File: src/rtl/decode_stage_if.sv
// Fetch, writeback and ID/EX signals of the RV32I decode stage, bundled as one interface.
// The master side drives fetch/writeback/execute inputs; the slave side is the decode stage.
interface decode_stage_if #(
   parameter int WORD     = 32,
   parameter int ADDR_LEN = 32
);
   logic [31:0]         instr_i;
   logic [ADDR_LEN-1:0] pc_i;
   logic                in_valid;
   logic                in_ready;
   logic                wb_en;
   logic [4:0]          wb_rd;
   logic [WORD-1:0]     wb_data;
   logic                flush;
   logic                out_ready;
   logic                out_valid;
   logic [ADDR_LEN-1:0] pc_o;
   logic [1:0]          opsel1;
   logic [1:0]          opsel2;
   logic [3:0]          alu_func;
   logic [WORD-1:0]     rs1_value;
   logic [WORD-1:0]     rs2_value;
   logic [WORD-1:0]     imm;
   logic [4:0]          rd;
   logic                reg_write;
   logic                mem_read;
   logic                mem_write;
   logic                is_branch;
   logic                illegal;

   modport master (
      output instr_i, pc_i, in_valid, wb_en, wb_rd, wb_data, flush, out_ready,
      input  in_ready, out_valid, pc_o, opsel1, opsel2, alu_func, rs1_value, rs2_value,
             imm, rd, reg_write, mem_read, mem_write, is_branch, illegal
   );

   modport slave (
      input  instr_i, pc_i, in_valid, wb_en, wb_rd, wb_data, flush, out_ready,
      output in_ready, out_valid, pc_o, opsel1, opsel2, alu_func, rs1_value, rs2_value,
             imm, rd, reg_write, mem_read, mem_write, is_branch, illegal
   );
endinterface

File: src/rtl/decode_stage.sv
// RV32I decode stage: architectural register file, instruction decode and the ID/EX register.
// Handles fetch/execute valid-ready stalls, branch flushes and load-use bubbles.
module decode_stage #(
   parameter int WORD     = 32,
   parameter int ADDR_LEN = 32,
   parameter int NREGS    = 32
) (
   input logic           clk,
   input logic           reset,
   decode_stage_if.slave bus
);
   localparam logic [6:0] OP_R      = 7'b0110011;
   localparam logic [6:0] OP_IMM    = 7'b0010011;
   localparam logic [6:0] OP_LOAD   = 7'b0000011;
   localparam logic [6:0] OP_STORE  = 7'b0100011;
   localparam logic [6:0] OP_BRANCH = 7'b1100011;
   localparam logic [6:0] OP_LUI    = 7'b0110111;
   localparam logic [6:0] OP_AUIPC  = 7'b0010111;
   localparam logic [6:0] OP_JAL    = 7'b1101111;
   localparam logic [6:0] OP_JALR   = 7'b1100111;

   logic [WORD-1:0] regs [NREGS];

   logic [31:0]     instr;
   logic [6:0]      opcode;
   logic [2:0]      funct3;
   logic            funct7b5;
   logic [4:0]      rs1_idx;
   logic [4:0]      rs2_idx;
   logic [4:0]      rd_idx;
   logic [WORD-1:0] rs1_read;
   logic [WORD-1:0] rs2_read;

   logic [31:0] imm_i;
   logic [31:0] imm_s;
   logic [31:0] imm_b;
   logic [31:0] imm_u;
   logic [31:0] imm_j;

   logic [1:0]  dec_op1;
   logic [1:0]  dec_op2;
   logic [3:0]  dec_fn;
   logic [31:0] dec_imm;
   logic        dec_rw;
   logic        dec_mr;
   logic        dec_mw;
   logic        dec_br;
   logic        dec_ill;
   logic        use_rs1;
   logic        use_rs2;

   logic advance;
   logic hazard;

   assign instr    = bus.instr_i;
   assign opcode   = instr[6:0];
   assign funct3   = instr[14:12];
   assign funct7b5 = instr[30];
   assign rs1_idx  = instr[19:15];
   assign rs2_idx  = instr[24:20];
   assign rd_idx   = instr[11:7];

   assign imm_i = {{20{instr[31]}}, instr[31:20]};
   assign imm_s = {{20{instr[31]}}, instr[31:25], instr[11:7]};
   assign imm_b = {{19{instr[31]}}, instr[31], instr[7], instr[30:25], instr[11:8], 1'b0};
   assign imm_u = {instr[31:12], 12'b0};
   assign imm_j = {{11{instr[31]}}, instr[31], instr[19:12], instr[20], instr[30:21], 1'b0};

   // x0 stays zero because it is never written; writeback of the same cycle is bypassed.
   always_ff @(posedge clk or posedge reset) begin
      if (reset) begin
         for (int i = 0; i < NREGS; i++) regs[i] <= '0;
      end else if (bus.wb_en && bus.wb_rd != 5'd0) begin
         regs[bus.wb_rd] <= bus.wb_data;
      end
   end

   always_comb begin
      rs1_read = '0;
      rs2_read = '0;
      if (rs1_idx != 5'd0) rs1_read = (bus.wb_en && bus.wb_rd == rs1_idx) ? bus.wb_data : regs[rs1_idx];
      if (rs2_idx != 5'd0) rs2_read = (bus.wb_en && bus.wb_rd == rs2_idx) ? bus.wb_data : regs[rs2_idx];
   end

   // Shift-immediates carry only the 5-bit shamt; funct7 selects SRA through alu_func instead.
   always_comb begin
      dec_op1 = 2'd0;
      dec_op2 = 2'd0;
      dec_fn  = 4'b0000;
      dec_imm = 32'd0;
      dec_rw  = 1'b0;
      dec_mr  = 1'b0;
      dec_mw  = 1'b0;
      dec_br  = 1'b0;
      dec_ill = 1'b0;
      use_rs1 = 1'b1;
      use_rs2 = 1'b0;
      case (opcode)
         OP_R: begin
            dec_fn  = {funct7b5, funct3};
            dec_rw  = 1'b1;
            use_rs2 = 1'b1;
         end
         OP_IMM: begin
            dec_op2 = 2'd1;
            dec_fn  = {(funct3 == 3'b101) ? funct7b5 : 1'b0, funct3};
            dec_imm = (funct3 == 3'b001 || funct3 == 3'b101) ? {27'd0, instr[24:20]} : imm_i;
            dec_rw  = 1'b1;
         end
         OP_LOAD: begin
            dec_op2 = 2'd1;
            dec_imm = imm_i;
            dec_mr  = 1'b1;
            dec_rw  = 1'b1;
         end
         OP_STORE: begin
            dec_op2 = 2'd1;
            dec_imm = imm_s;
            dec_mw  = 1'b1;
            use_rs2 = 1'b1;
         end
         OP_BRANCH: begin
            dec_fn  = 4'b1000;
            dec_imm = imm_b;
            dec_br  = 1'b1;
            use_rs2 = 1'b1;
         end
         OP_LUI: begin
            dec_op1 = 2'd2;
            dec_op2 = 2'd1;
            dec_imm = imm_u;
            dec_rw  = 1'b1;
            use_rs1 = 1'b0;
         end
         OP_AUIPC: begin
            dec_op1 = 2'd1;
            dec_op2 = 2'd1;
            dec_imm = imm_u;
            dec_rw  = 1'b1;
            use_rs1 = 1'b0;
         end
         OP_JAL: begin
            dec_op1 = 2'd1;
            dec_op2 = 2'd2;
            dec_imm = imm_j;
            dec_br  = 1'b1;
            dec_rw  = 1'b1;
            use_rs1 = 1'b0;
         end
         OP_JALR: begin
            dec_op1 = 2'd1;
            dec_op2 = 2'd2;
            dec_imm = imm_i;
            dec_br  = 1'b1;
            dec_rw  = 1'b1;
         end
         default: dec_ill = 1'b1;
      endcase
   end

   // A load still sitting in ID/EX cannot forward yet, so a dependent instruction waits one bubble.
   assign advance = bus.out_ready || !bus.out_valid;
   assign hazard  = bus.out_valid && bus.mem_read && (bus.rd != 5'd0) &&
                    ((bus.rd == rs1_idx && use_rs1) || (bus.rd == rs2_idx && use_rs2));
   assign bus.in_ready = bus.flush || (advance && !hazard);

   always_ff @(posedge clk or posedge reset) begin
      if (reset) begin
         bus.out_valid <= 1'b0;
         bus.pc_o      <= {ADDR_LEN{1'b0}};
         bus.opsel1    <= 2'd0;
         bus.opsel2    <= 2'd0;
         bus.alu_func  <= 4'd0;
         bus.rs1_value <= '0;
         bus.rs2_value <= '0;
         bus.imm       <= '0;
         bus.rd        <= 5'd0;
         bus.reg_write <= 1'b0;
         bus.mem_read  <= 1'b0;
         bus.mem_write <= 1'b0;
         bus.is_branch <= 1'b0;
         bus.illegal   <= 1'b0;
      end else if (bus.flush) begin
         bus.out_valid <= 1'b0;
      end else if (advance && bus.in_valid && !hazard) begin
         bus.out_valid <= 1'b1;
         bus.pc_o      <= bus.pc_i;
         bus.opsel1    <= dec_op1;
         bus.opsel2    <= dec_op2;
         bus.alu_func  <= dec_fn;
         bus.rs1_value <= rs1_read;
         bus.rs2_value <= rs2_read;
         bus.imm       <= dec_imm;
         bus.rd        <= rd_idx;
         bus.reg_write <= dec_rw && (rd_idx != 5'd0);
         bus.mem_read  <= dec_mr;
         bus.mem_write <= dec_mw;
         bus.is_branch <= dec_br;
         bus.illegal   <= dec_ill;
      end else if (advance) begin
         bus.out_valid <= 1'b0;
      end
   end
endmodule

File: src/flat_wrapper.sv
// flat-port wrapper written by rule: the top's interface ports become plain ports
module decode_stage_flat 
#(
   parameter int WORD     = 32,
   parameter int ADDR_LEN = 32,
   parameter int NREGS    = 32
)
  (clk, reset, bus_instr_i, bus_pc_i, bus_in_valid, bus_wb_en, bus_wb_rd, bus_wb_data, bus_flush, bus_out_ready, bus_in_ready, bus_out_valid, bus_pc_o, bus_opsel1, bus_opsel2, bus_alu_func, bus_rs1_value, bus_rs2_value, bus_imm, bus_rd, bus_reg_write, bus_mem_read, bus_mem_write, bus_is_branch, bus_illegal);
  decode_stage_if #(.WORD(WORD), .ADDR_LEN(ADDR_LEN)) bus_i ();
  input logic clk;
  input logic reset;
  input wire logic [$bits(bus_i.instr_i)-1:0] bus_instr_i;
  input wire logic [$bits(bus_i.pc_i)-1:0] bus_pc_i;
  input wire logic [$bits(bus_i.in_valid)-1:0] bus_in_valid;
  input wire logic [$bits(bus_i.wb_en)-1:0] bus_wb_en;
  input wire logic [$bits(bus_i.wb_rd)-1:0] bus_wb_rd;
  input wire logic [$bits(bus_i.wb_data)-1:0] bus_wb_data;
  input wire logic [$bits(bus_i.flush)-1:0] bus_flush;
  input wire logic [$bits(bus_i.out_ready)-1:0] bus_out_ready;
  output wire logic [$bits(bus_i.in_ready)-1:0] bus_in_ready;
  output wire logic [$bits(bus_i.out_valid)-1:0] bus_out_valid;
  output wire logic [$bits(bus_i.pc_o)-1:0] bus_pc_o;
  output wire logic [$bits(bus_i.opsel1)-1:0] bus_opsel1;
  output wire logic [$bits(bus_i.opsel2)-1:0] bus_opsel2;
  output wire logic [$bits(bus_i.alu_func)-1:0] bus_alu_func;
  output wire logic [$bits(bus_i.rs1_value)-1:0] bus_rs1_value;
  output wire logic [$bits(bus_i.rs2_value)-1:0] bus_rs2_value;
  output wire logic [$bits(bus_i.imm)-1:0] bus_imm;
  output wire logic [$bits(bus_i.rd)-1:0] bus_rd;
  output wire logic [$bits(bus_i.reg_write)-1:0] bus_reg_write;
  output wire logic [$bits(bus_i.mem_read)-1:0] bus_mem_read;
  output wire logic [$bits(bus_i.mem_write)-1:0] bus_mem_write;
  output wire logic [$bits(bus_i.is_branch)-1:0] bus_is_branch;
  output wire logic [$bits(bus_i.illegal)-1:0] bus_illegal;
  assign bus_i.instr_i = bus_instr_i;
  assign bus_i.pc_i = bus_pc_i;
  assign bus_i.in_valid = bus_in_valid;
  assign bus_i.wb_en = bus_wb_en;
  assign bus_i.wb_rd = bus_wb_rd;
  assign bus_i.wb_data = bus_wb_data;
  assign bus_i.flush = bus_flush;
  assign bus_i.out_ready = bus_out_ready;
  assign bus_in_ready = bus_i.in_ready;
  assign bus_out_valid = bus_i.out_valid;
  assign bus_pc_o = bus_i.pc_o;
  assign bus_opsel1 = bus_i.opsel1;
  assign bus_opsel2 = bus_i.opsel2;
  assign bus_alu_func = bus_i.alu_func;
  assign bus_rs1_value = bus_i.rs1_value;
  assign bus_rs2_value = bus_i.rs2_value;
  assign bus_imm = bus_i.imm;
  assign bus_rd = bus_i.rd;
  assign bus_reg_write = bus_i.reg_write;
  assign bus_mem_read = bus_i.mem_read;
  assign bus_mem_write = bus_i.mem_write;
  assign bus_is_branch = bus_i.is_branch;
  assign bus_illegal = bus_i.illegal;
  decode_stage #(.WORD(WORD), .ADDR_LEN(ADDR_LEN), .NREGS(NREGS)) u_core (.clk(clk), .reset(reset), .bus(bus_i));
endmodule
File: config.mk
export PLATFORM = sky130hd
export DESIGN_NAME = decode_stage_flat
export DESIGN_NICKNAME = d
export VERILOG_FILES = /design/src/rtl/decode_stage_if.sv /design/src/rtl/decode_stage.sv /design/src/flat_wrapper.sv
export SDC_FILE = /design/constraint.sdc
export NUM_CORES = 2
export LEC_CHECK = 0
export BUFFER_PORTS_ARGS = -buffer_cell sky130_fd_sc_hd__buf_2
export CAP_MARGIN = 20
export CORE_ASPECT_RATIO = 2
export CORE_UTILIZATION = 53
export CTS_CLUSTER_SIZE = 8
export DETAILED_ROUTE_END_ITERATION = 6
export PLACE_DENSITY = 0.7
export SLEW_MARGIN = 20
export SYNTH_ARGS = -nofsm -noshare
export SYNTH_HDL_FRONTEND = slang
export SYNTH_SLANG_ARGS = --single-unit
export TNS_END_PERCENT = 5
File: constraint.sdc
create_clock -name clk -period 73.6 [get_ports clk]
set_input_delay 3.68 -clock clk [delete_from_list [all_inputs] [get_ports clk]]
set_output_delay 3.68 -clock clk [all_outputs]
set_load 0.02 [all_outputs]
After elaboration in Yosys (flattened, before gate mapping)
Index checks and enable logic that the tools add are counted.
Storage, ports and cells
  register bits after elaboration: 1171
  output and inout port bits: 148
Cells by class
  magnitude comparators: 4
  equal/unequal tests: 15
  mux-type cells: 29
  bitwise gates (word level): 4
  reductions and logical operators: 36
Operator list (number)
  bitwise mux 1024 bit: 1
  binary-select mux 32 bit (select 5 bit): 2
  two-way mux 32 bit: 10
  one-hot mux 32 bit (6 select lines): 1
  demux 32 bit (select 5 bit): 1
  nonzero test 5 bit: 5
  == test 7 x 6 -> 1 bit, second input constant: 3
  == test 7 bit, second input constant: 3
  == test 5 bit: 4
  >= comparator 6 bit, second input constant: 3
  inverter 5 -> 6 bit: 3
  == test 7 x 5 -> 1 bit, second input constant: 2
  logical AND 1 bit: 13
  one-hot mux 4 bit (3 select lines): 1
  OR reduction 3 bit: 4
  two-way mux 1 bit: 11
  OR reduction 9 bit: 1
  one-hot mux 2 bit (2 select lines): 2
  == test 7 x 2 -> 1 bit, second input constant: 1
  OR reduction 7 bit: 1
  < comparator 6 x 1 -> 1 bit, second input constant: 1
  OR reduction 2 bit: 3
  OR reduction 5 bit: 1
  logical OR 1 bit: 4
  6 further kinds: 7

Longest topological paths before layout
  word-level depth: 10
  depth in mapped cells: 10

Worst setup path after synthesis
Ideal clock, no wire load.
  path type: input -> output
  from: in bus_instr_i[16]
  to: out bus_in_ready
  data arrival time: 4747 ps
  data required time: 69920 ps
  path slack: 65173 ps
  stages on the path: 6
  cell sequence: buf_2 -> xnor2_1 -> nand3_1 -> nor4_1 -> a21oi_1 -> a21o_1
On the way
  word-level cells in the longest chain between the ends: 7
RTL lines
  start: declaration: line flat_wrapper.sv:12  | input wire logic [$bits(bus_i.instr_i)-1:0] bus_instr_i;
  == test 5 bit: line decode_stage.sv:164  | ((bus.rd == rs1_idx && use_rs1) || (bus.rd == rs2_idx && use_rs2));
  logical AND 1 bit: line decode_stage.sv:164
  logical OR 1 bit: line decode_stage.sv:164
  logical AND 1 bit: line decode_stage.sv:163  | assign hazard = bus.out_valid && bus.mem_read && (bus.rd != 5'd0) &&
  zero test 1 bit: line decode_stage.sv:165  | assign bus.in_ready = bus.flush || (advance && !hazard);
  logical AND 1 bit: line decode_stage.sv:165
  logical OR 1 bit: line decode_stage.sv:165
  end: declaration: line flat_wrapper.sv:20  | output wire logic [$bits(bus_i.in_ready)-1:0] bus_in_ready;
Every way passes these cells.

Final worst setup path
  from: in bus_instr_i[23]
  to: out bus_in_ready
The elaborated chain is that of the path after synthesis.

==> flow_summary.json <==
{
  "dp_slack_ps": 64360,
  "drive_above_1_share_pct": 49.79,
  "yosys_warnings": 0,
  "min_path_type": "reg -> reg",
  "cts_max_level": 4,
  "hold_buffers": 0,
  "crit_family": "buffers and inverters",
  "yosysMostFrequentCell": "dfrtp_1",
  "drtAntennaViolNets": 0,
  "rr_worst_depth": 8,
  "numCtsBuffers": 164,
  "syn_nets": 4397,
  "p_per_area_mw_per_mm2": 28.04,
  "total_leakage_power_nw": 29.37,
  "endpoint_kind": "output port",
  "cts_buffer_depth": 3,
  "timing.critical_path.buf_inv": 2,
  "cts_tree": "yes",
  "setup_violations": 0,
  "worst_pin_slew_ps": 1158,
  "cts_root_buf": "clkbuf_16",
  "arrival_ps": 5570,
  "grt_pass1_vias": 42400,
  "first_pass_iters": 6,
  "crit_required_ps": 69920,
  "finalNetCount": 4421,
  "multi_input_comb_area_sq_mm": 0.03001,
  "synthArstFlopShare_pct": 100.0,
  "areaGrowthSynthToFinish_pct": 10.66,
  "cp-endpoint": "bus_in_ready",
  "synth.top_cell.area_share_pct": 47.95,
  "timing.rr.start": "u_core.bus.rd[0]",
  "syn-cell-area_sq_mm": 0.06111,
  "die_w_um": 242.1,
  "grt_pass1_wl_mm": 274.1,
  "netSwitchingFraction_pct": 27.57,
  "min_period_ps": 9254,
  "clock_power_share_pct": 35.8,
  "outcome": "complete, no violations",
  "finalWirelength_mm": 182.5,
  "row_count": 175,
  "die_h_um": 482.2,
  "fin_worst_skew_ps": 18.35,
  "p_sw_uw": 522.6,
  "finalNonFillerCells": 5835,
  "post_drt_via_cell_ratio": 6.858,
  "path_max_fanout": 86,
  "cts_resized": 0,
  "synthFlopType": "dfrtp_1",
  "worstSkewPairLatency_ps": 780,
  "grt_max_degree": 185,
  "pin_count": 255,
  "place_congestion": 0.8319,
  "wl_per_cell_um": 31.28,
  "numPortBuffers": 254,
  "p_comb_share_pct": 19.5,
  "vias": 40010,
  "initial_core_util_pct": 53.57,
  "period_share_pct": 12.57,
  "irDropWorstVdd_mv": 0.02698,
  "clk_pin_slew_ps": 50,
  "seq_area_frac_synth_pct": 47.95,
  "cts_setup_buffers": 0,
  "synth_cells": 4290,
  "ys_seq_elements": 1171,
  "cts_sinks": 1171,
  "rrSetupSlack_ps": 69710,
  "p_int_mw": 1.373,
  "seq_power_share_pct": 44.7,
  "yosysUniqueCellTypes": 59,
  "dp_cells": 5652,
  "antenna_found_initial": 4,
  "dieArea_sq_mm": 0.1167,
  "fin_ws_ps": 64350,
  "maxCapViolations": 0,
  "worstSetupStartpointType": "primary input",
  "reg2reg_to": "u_core.bus.rs1_value[14]",
  "relSlewSlack_pct": 22.78,
  "track_usage_pct": 31.84,
  "path_depth": 7,
  "grt_overflow": 0,
  "netlist_top_cells_area": "dfrtp_1, mux2_2, mux4_2, clkbuf_1, nand2_1",
  "critical_path_class": "in -> out",
  "final_util_pct": 59.28,
  "synth_area_per_cell_sq_um": 14.24,
  "drc": 0,
  "synthTopCellsByCount": "dfrtp_1, mux2_2, mux4_2, clkbuf_1, nand2_1",
  "startpoint": "bus_instr_i[23]",
  "fin_area_sq_mm": 0.06762,
  "dp_hpwl_mm": 100.8,
  "critPathSlowestCell": "buf_6",
  "nFillCells": 8775,
  "path_cells": "buf_6 -> xnor2_1 -> nand4_1 -> nor4_1 -> a21oi_1 -> a21o_1 -> buf_2",
  "core_area_sq_mm": 0.1141,
  "drtIter0Drc": 3281,
  "rsz0062_at_grt": "false",
  "synth_edf_count": 0,
  "tns_ps": 0,
  "synth_top_area_cell": "dfrtp_1",
  "finalHoldViolations": 0,
  "place_area_sq_mm": 0.06323,
  "seqCellArea_sq_mm": 0.02930,
  "fmax_mhz": 108.1,
  "critical_path.max_stage_delay_ps": 720,
  "slew_viol_final": 0
}
cell usage in the layout, fill, tap and decap left out, drive strengths merged, types with 6 or more instances in the layout:
master,netlist,layout
o22ai,59,59
inv,5,16
clkbuf,315,168
o21ai,53,53
mux4,510,510
a211oi,120,120
mux2i,70,70
mux2,1030,1030
nand2,252,252
nor2b,67,67
a22oi,11,11
and2,57,57
xnor2,10,10
dfrtp,1171,1171
nor2,86,86
o31ai,61,61
a31oi,55,55
a21oi,94,94
buf,163,336
nor3b,7,7
xor2,10,10
nor4,6,6
nand3,10,10
power by group through the flow:
stage / sequential [mW] / combinational, mW / clock, mW
6_report: 0.848 / 0.369 / 0.679
4_1_cts: 0.845 / 0.371 / 0.688
3_5_place_dp: 0.855 / 0.370 / 0
3_3_place_gp: 0.844 / 0.361 / 0
5_1_grt: 0.862 / 0.395 / 0.712
2_1_floorplan: 0.841 / 0.282 / 0
routing by layer:
metal  vias up  part of all wire [%]  GRT usage, %
li1      16200                     -             -
met1     21450                    37         39.31
met2      1825                    50         53.20
met3       537                   7.0         5.905
met4         2                   5.8         17.46
met5         -                0.0060             0
metrics by stage:
stage | total power [mW] | hold WS (ps)
final | 1.896 | 390.9
after global placement | 1.206 | 376.7
after global routing | 1.969 | 405.2
after CTS | 1.905 | 394.0
after floorplan | 1.123 | 441.3
after detailed placement | 1.225 | 383.3
kinds of logic after synthesis:
family | Yosys count | synth area share (%)
xor gates and xnor gates | 20 | 0.2866
muxes | 1610 | 38.92
buffers and inverters | 484 | 3.213
and+or+nand+nor | 526 | 4.062
AOI/OAI and AO/OA | 479 | 5.559
DFF | 1171 | 47.95
state kept, by name, indices dropped and copies added (netlist names), 2 cells and up:
register	count
u_core.bus.opsel1	2
u_core.bus.alu_func	4
u_core.bus.imm	32
u_core.bus.rs2_value	32
u_core.regs	1024
u_core.bus.opsel2	2
u_core.bus.rs1_value	32
u_core.bus.rd	5
u_core.bus.pc_o	32
worst register-to-register path: stages (launching register included):
cell and delay [ps]:
dfrtp_1 470, or4_1 170, o211ai_2 90, nor4_1 480, a211o_4 590, buf_4 760
or2_2 250, buf_4 690, o21ai_0 220
final cells by class:
class,instances,share of cell area (%)
inverters,6,0.04811
flip-flops and latches,1171,43.34
clock inverters,14,0.3257
repair buffers,336,2.977
clock buffers,168,6.152
well taps,1504,2.783
diodes,1,0.003701
multi-input cells,2635,44.37
worst min-delay path by stage:
| stage | endpoint | start | depth (start not counted) | slack (ps) |
|---|---|---|---|---|
| after detailed placement | u_core.regs[995] | u_core.regs[995] | 0 | 380 |
| after global routing | u_core.regs[998] | u_core.regs[998] | 0 | 410 |
| final | u_core.regs[1019] | u_core.regs[1019] | 0 | 390 |
| after global placement | u_core.regs[1004] | u_core.regs[1004] | 0 | 380 |
| after floorplan | u_core.regs[1000] | u_core.regs[1000] | 1 | 440 |
| after CTS | u_core.regs[995] | u_core.regs[995] | 0 | 390 |
Note: power is estimated with default switching activity, not from simulation.
